**src/rtl/mult_accum.sv**
```systemverilog
// mult_accum: frame accumulator placed after the unsigned array multiplier.
//
// Sums one (N+M)-bit product per accepted beat into an ACC_W-bit saturating
// accumulator. A frame closes on p_last or after MAX_TERMS beats. The sum,
// beat count and status flags are then offered on a valid/ready handshake.
//
// Ports:
//   clk        rising-edge clock
//   rst        asynchronous, active-high reset
//   clr        (only with MACC_CLEAR_EN) synchronous clear, active-high
//   p          product from the multiplier (N+M bits, unsigned)
//   p_valid    p is valid this cycle
//   p_last     final beat of the frame (qualified by p_valid)
//   p_ready    stage can accept a beat
//   acc_out    frame sum (ACC_W bits, saturating)
//   cnt_out    number of beats summed in the frame
//   ovf        sum saturated during the frame
//   trunc      frame closed by MAX_TERMS rather than p_last
//   out_valid  result valid
//   out_ready  downstream accepts the result
//
// Optional feature: define MACC_CLEAR_EN to add the clr input.

module mult_accum #(
  parameter int N         = 16,
  parameter int M         = 16,
  parameter int ACC_W     = 40,
  parameter int MAX_TERMS = 8,
  localparam int CW       = $clog2(MAX_TERMS + 1)
) (
  input  logic             clk,
  input  logic             rst,
`ifdef MACC_CLEAR_EN
  input  logic             clr,
`endif
  input  logic [N+M-1:0]   p,
  input  logic             p_valid,
  input  logic             p_last,
  output logic             p_ready,
  output logic [ACC_W-1:0] acc_out,
  output logic [CW-1:0]    cnt_out,
  output logic             ovf,
  output logic             trunc,
  output logic             out_valid,
  input  logic             out_ready
);

  typedef enum logic {ACC = 1'b0, DONE = 1'b1} state_t;

  state_t           state;
  state_t           next_state;
  logic             armed;
  logic             clr_int;
  logic [ACC_W-1:0] acc;
  logic [CW-1:0]    cnt;
  logic             ovf_r;
  logic             trunc_r;

  logic             accept;
  logic [ACC_W:0]   sum;
  logic             carry;
  logic [CW-1:0]    cnt_inc;
  logic             hit_max;
  logic             close;
  logic             handoff;

`ifdef MACC_CLEAR_EN
  assign clr_int = clr;
`else
  assign clr_int = 1'b0;
`endif

  // One extra bit on the add: its carry out is the saturation decision.
  assign accept  = p_valid && p_ready;
  assign sum     = {1'b0, acc} + {{(ACC_W + 1 - N - M){1'b0}}, p};
  assign carry   = sum[ACC_W];
  assign cnt_inc = cnt + CW'(1);
  assign hit_max = (cnt_inc == CW'(MAX_TERMS));
  assign close   = accept && (p_last || hit_max);
  assign handoff = (state == DONE) && out_ready;

  // State register.
  always_ff @(posedge clk or posedge rst) begin
    if (rst) begin
      state <= ACC;
    end else begin
      state <= next_state;
    end
  end

  // p_ready stays low until the first edge after reset release.
  always_ff @(posedge clk or posedge rst) begin
    if (rst) begin
      armed <= 1'b0;
    end else begin
      armed <= 1'b1;
    end
  end

  // Next-state logic; a clear wins over both frame close and handoff.
  always_comb begin
    next_state = state;
    if (clr_int) begin
      next_state = ACC;
    end else begin
      case (state)
        ACC: begin
          if (close) begin
            next_state = DONE;
          end else begin
            next_state = ACC;
          end
        end
        DONE: begin
          if (out_ready) begin
            next_state = ACC;
          end else begin
            next_state = DONE;
          end
        end
        default: next_state = ACC;
      endcase
    end
  end

  // Handshake outputs are decoded from registered state only (plus clr mask).
  always_comb begin
    p_ready   = (state == ACC) && armed && !clr_int;
    out_valid = (state == DONE);
  end

  // Accumulator datapath: cleared on clr or handoff, updated on accept.
  always_ff @(posedge clk or posedge rst) begin
    if (rst) begin
      acc     <= {ACC_W{1'b0}};
      cnt     <= {CW{1'b0}};
      ovf_r   <= 1'b0;
      trunc_r <= 1'b0;
    end else if (clr_int || handoff) begin
      acc     <= {ACC_W{1'b0}};
      cnt     <= {CW{1'b0}};
      ovf_r   <= 1'b0;
      trunc_r <= 1'b0;
    end else if (accept) begin
      acc     <= carry ? {ACC_W{1'b1}} : sum[ACC_W-1:0];
      cnt     <= cnt_inc;
      ovf_r   <= ovf_r | carry;
      // A count close with p_last set is an ordinary close, not a truncation.
      trunc_r <= hit_max && !p_last;
    end
  end

  assign acc_out = acc;
  assign cnt_out = cnt;
  assign ovf     = ovf_r;
  assign trunc   = trunc_r;

endmodule
```
**config.mk**
```make
export PLATFORM = sky130hd
export DESIGN_NAME = mult_accum
export DESIGN_NICKNAME = d
export VERILOG_FILES = /design/src/rtl/mult_accum.sv
export SDC_FILE = /design/constraint.sdc
export NUM_CORES = 1
export LEC_CHECK = 0
export CAP_MARGIN = 30
export CORE_AREA = 8 8 105 107
export DETAILED_ROUTE_END_ITERATION = 8
export DIE_AREA = 0 0 113 115
export HOLD_SLACK_MARGIN = 0.12
export MAX_ROUTING_LAYER = met4
export PLACE_DENSITY = 0.65
export REMOVE_ABC_BUFFERS = 1
export SETUP_SLACK_MARGIN = 0.15
export SLEW_MARGIN = 10
export SYNTH_ARGS = -nofsm -noshare
export SYNTH_HDL_FRONTEND = slang
export SYNTH_SLANG_ARGS = --single-unit
export TNS_END_PERCENT = 100
```
**constraint.sdc**
```tcl
create_clock -name clk -period 3.4 [get_ports clk]
set_input_delay 1.02 -clock clk [delete_from_list [all_inputs] [get_ports clk]]
set_output_delay 1.02 -clock clk [all_outputs]
set_load 0.03 [all_outputs]
```
Word level (Yosys, flattened, before mapping)
Cells that the tools add are included.
{"block": "classes", "add_sub_neg": 2, "mul": 0, "div_mod_pow": 0, "n_lt_le_gt_ge": 0, "n_eq_ne": 1, "n_shift": 0, "muxes": 12, "bitwise_logic": 2, "reduce_logical": 8}
{"op": "$mux 40", "count": 3}
{"op": "$add 40x32->41", "count": 1}
{"op": "$mux 4", "count": 2}
{"op": "$mux 1", "count": 6}
{"op": "$logic_and 1x1->1", "count": 5}
{"op": "$add 4x1->4 const B", "count": 1}
{"op": "$eq 4x4->1 const B", "count": 1}
{"op": "$pmux 1 s2", "count": 1}
{"op": "$reduce_bool 2->1", "count": 1}
{"op": "$logic_not 1->1", "count": 1}
{"op": "$logic_or 1x1->1", "count": 1}
{"op": "$not 1->1", "count": 1}
{"op": "$or 1x1->1", "count": 1}
{"block": "word_totals", "register_bits": 48, "latch_bits": 0, "ramBits": 0, "romBits": 0, "out_inout_bits": 48, "wordCells": 31, "n_memories": 0}

Depth between registers and ports, before layout
{"block": "depth", "depth_word": 6, "mapped_depth": 13, "depth_no_buf": 12}

Worst setup path after synthesis
No wires, ideal clock.
{"block": "synth_timing", "path_kind": "input -> register", "from": "in p[0]", "to": "reg acc[35], in the netlist acc_out[35]", "setup_time_ns": 0.118, "arrival_time_ns": 3.641, "setup_slack_ns": -0.359, "path_stages": 13, "n_path_buf": 1, "path_cell_list": "ha_1 fa_1 a211oi_1 nor2_1 a221oi_1 o21a_1 a311o_1 a21oi_2 o21ai_2 or2_1 buf_2 o21ai_0 a21o_1"}
{"block": "synth_via", "elab_chain_cells": 4}
{"item": "start: declaration", "line": "36", "text": "input logic [N+M-1:0] p,"}
{"item": "$add 40x32->41", "line": "75", "text": "assign sum = {1'b0, acc} + {{(ACC_W + 1 - N - M){1'b0}}, p};"}
{"item": "$mux 40", "line": "145", "text": "acc <= carry ? {ACC_W{1'b1}} : sum[ACC_W-1:0];"}
{"item": "$mux 40", "line": "144", "text": "end else if (accept) begin"}
{"item": "$mux 40", "line": "139", "text": "end else if (clr_int || handoff) begin"}
{"item": "end signal: assignment", "line": "135", "text": "acc <= {ACC_W{1'b0}};"}
{"item": "end signal: assignment", "line": "140", "text": "acc <= {ACC_W{1'b0}};"}
{"item": "end signal: assignment", "line": "145"}
{"item": "end: declaration", "line": "54", "text": "logic [ACC_W-1:0] acc;"}
Every way passes these cells. The select of a mux whose other input is x is not followed.
A chain may end at the register's enable or synchronous reset.

Worst setup path after layout
{"block": "layout_timing", "from": "in p[0]", "to": "reg acc[28], in the netlist acc_out[28]"}
Same word-level chain as after synthesis.

==> results.py <==
metrics = {
    "drt": {
        "wirelength_um": 12300,
        "drc": 0,
        "wl_per_cell_um": 17.2,
        "drt_iter0_drc": 145,
        "via_per_inst": 5.54,
        "via_count": 3974,
        "antenna_left": 0,
        "firstDrtPassIters": 4,
    },
    "placed_design": {
        "dp.final_hpwl_um": 8790,
        "place_congestion": 0.896,
        "port_buffers": 84,
        "place_area_mm2": 0.00515,
    },
    "cells_and_area": {
        "drive_above_1_share_pct": 31.3,
        "layout_common_cells": "buf_4 (96), clkdlybuf4s50_1 (63), dfrtp_1 (48)",
        "nets": 673,
        "fin_util_pct": 62.5,
        "diodes": 0,
        "final_common_cell": "buf_4",
        "stdcell_area_mm2": 0.00591,
        "area_delta_synth_final_pct": 61.1,
    },
    "synthesis": {
        "ys_ff_latch": 48,
        "syn_area_per_cell_um2": 8.55,
        "syn_area_mm2": 0.00367,
        "synthFlopType": "dfrtp_1",
        "synth_edf_count": 0,
        "yosysSeqAreaShare_pct": 32.7,
        "syn_inst": 429,
        "yosysWarningCount": 0,
        "synthArstFlopShare_pct": 100,
        "yosysUniqueCellTypes": 53,
    },
    "timing": {
        "min_period_ps": 3290,
        "fmax_ghz": 0.304,
        "hold_slack_ps": 542,
        "finalSetupViolations": 0,
        "finClkSkew_ps": 16.1,
        "tightestPinTransition_ps": 593,
        "slew_headroom_pct": 60.3,
        "slew_violations": 0,
        "finalCritPeriodShare_pct": 96.7,
        "rsz0062_at_grt": "true",
        "hold_viol": 0,
    },
    "critical_path": {
        "cp-start-kind": "input port",
        "rr_startpoint": "acc_out[0]$_DFFE_PP0P_",
        "r2r-end": "acc_out[28]$_DFFE_PP0P_",
        "reg2reg_depth": 14,
        "crit_fanout": 7,
        "reg2reg_slack_ps": 450,
        "critical_path_class": "input port to register",
        "worstPathRequired_ps": 3580,
        "worstPathArrival_ps": 3470,
        "endpoint_kind": "register",
        "startpoint": "p[0]",
    },
    "clock_tree": {
        "cts_buffers": 5,
        "clock_path_buffers": 2,
        "cts_tree": "done",
        "cts_root_buf": "clkbuf_8",
        "clk_pin_slew_worst_paths_ps": 110,
        "worstSkewPairLatency_ps": 310,
        "ctsHtreeMaxLevel": 2,
        "cts_sinks": 48,
    },
    "power_and_ir_drop": {
        "p_per_area_mw_per_mm2": 872,
        "ir_drop_mv": 0.453,
        "p_leak_uw": 0.00264,
        "power_uw": 5160,
    },
    "floorplan": {
        "start_util_pct": 38.8,
        "num_rows": 36,
        "die_h_um": 115,
        "die_area_mm2": 0.0130,
        "coreArea_mm2": 0.00946,
        "pin_count": 85,
        "fp.dieW_um": 113,
    },
    "grt": {
        "antenna_found_initial": 0,
        "grt_pass1_vias": 4124,
        "grt.overflow.total": 0,
        "grt_pass1_wl_um": 20300,
        "grt_start_max_net_pins": 37,
        "grt_usage_pct": 19.4,
    },
    "hold_path": {
        "worstHoldStart": "acc_out[39]$_DFFE_PP0P_",
        "hold_end": "acc_out[39]$_DFFE_PP0P_",
        "hold_path_class": "register to register",
        "holdPathStages": 1,
    },
    "flow_run": {
        "maxCapViolCount": 0,
    },
    "outcome": {
        "status": "finished, final reports clean",
    },
}
[cell type report]
| class | instances | area [µm²] |
|---|---|---|
| Clock inverter | 3 | 46.3 |
| Clock buffer | 5 | 68.8 |
| Sequential cell | 48 | 1200 |
| Fill cell | 835 | 3550 |
| Inverter | 6 | 22.5 |
| Tap cell | 114 | 143 |
| Timing Repair Buffer | 192 | 1700 |
| Multi-Input combinational cell | 349 | 2730 |
[through the flow]
stage,setup slack [ps],setup TNS (ps),std cells
floorplan,-871,-27340,403
finish,113,0,717
CTS,121,0,714
global route,-67.6,-525,717
global placement,-754,-27730,681
detailed placement,-807,-29140,681
[cells by family after synthesis]
family / synth area share, %
and+or+nand+nor: 19.5
AOI/OAI and AO/OA: 23.7
DFF: 32.7
adders and majority gates: 11.8
buffers and inverters: 4.09
xor gates and xnor gates: 6.68
muxes: 1.36
other: 0.102
[timing repair]
| action | in CTS | in global routing |
|---|---|---|
| gates cloned | 1 | 0 |
| hold endpoints to repair | 0 | 0 |
| setup endpoints to repair | 41 | 41 |
| hold buffers | 0 | 0 |
| buffers inserted | 24 | 3 |
| resized for setup | 121 | 30 |
| pin swaps | 42 | 25 |
[synthesized netlist by cell type (all sizes together) (9+ instances only)]
cell type	count	share of area, %
a21o	13	2.7
xnor2	14	3.3
buf	9	1.7
xor2	14	3.3
dfrtp	48	33
nor2	16	1.6
a21oi	45	6.2
ha	33	11
nand2	50	5.1
o211ai	29	5.9
clkbuf	17	1.8
nand3	46	6.3
o21ai	18	2.6
[sequential cells by signal, indices dropped and copies added, names as in the netlist]
signal,flops
acc_out,40
cnt_out,4
armed,1
out_valid,1
ovf,1
trunc,1
[worst max-delay path, stage by stage]
cell and delay (ps):
buf_6 100, ha_4 150, fa_2 350, a211oi_2 250, nor2_2 80, a221oi_2 230, buf_4 160, o21a_1 150
a311o_1 220, a21oi_2 80, o21ai_2 140, or2_4 220, buf_6 130, buf_12 100, o211ai_1 80
[power by group]
part	internal, µW	switching, µW	leakage, µW
clock network	222	225	0.0000548
logic	1870	1790	0.00196
registers	773	274	0.000617
[worst max path at each step]
stage,endpoint,cells past startpoint,slack [ps]
floorplan,acc_out[39]$_DFFE_PP0P_,12,-870
global placement,acc_out[35]$_DFFE_PP0P_,15,-750
detailed placement,acc_out[9]$_DFFE_PP0P_,14,-810
CTS,acc_out[12]$_DFFE_PP0P_,12,120
global route,acc_out[29]$_DFFE_PP0P_,15,-70
finish,acc_out[28]$_DFFE_PP0P_,15,110
[per-layer routing]
metal  vias up  part of all wire [%]  track usage, %
met3        25                   5.3            4.04
met1      1906                    44            23.2
met2       104                    48            32.7
met5         -                     0               -
li1       1939                     -               -
met4         0                   1.9            4.80
Note: power is estimated with default switching activity, not from simulation.
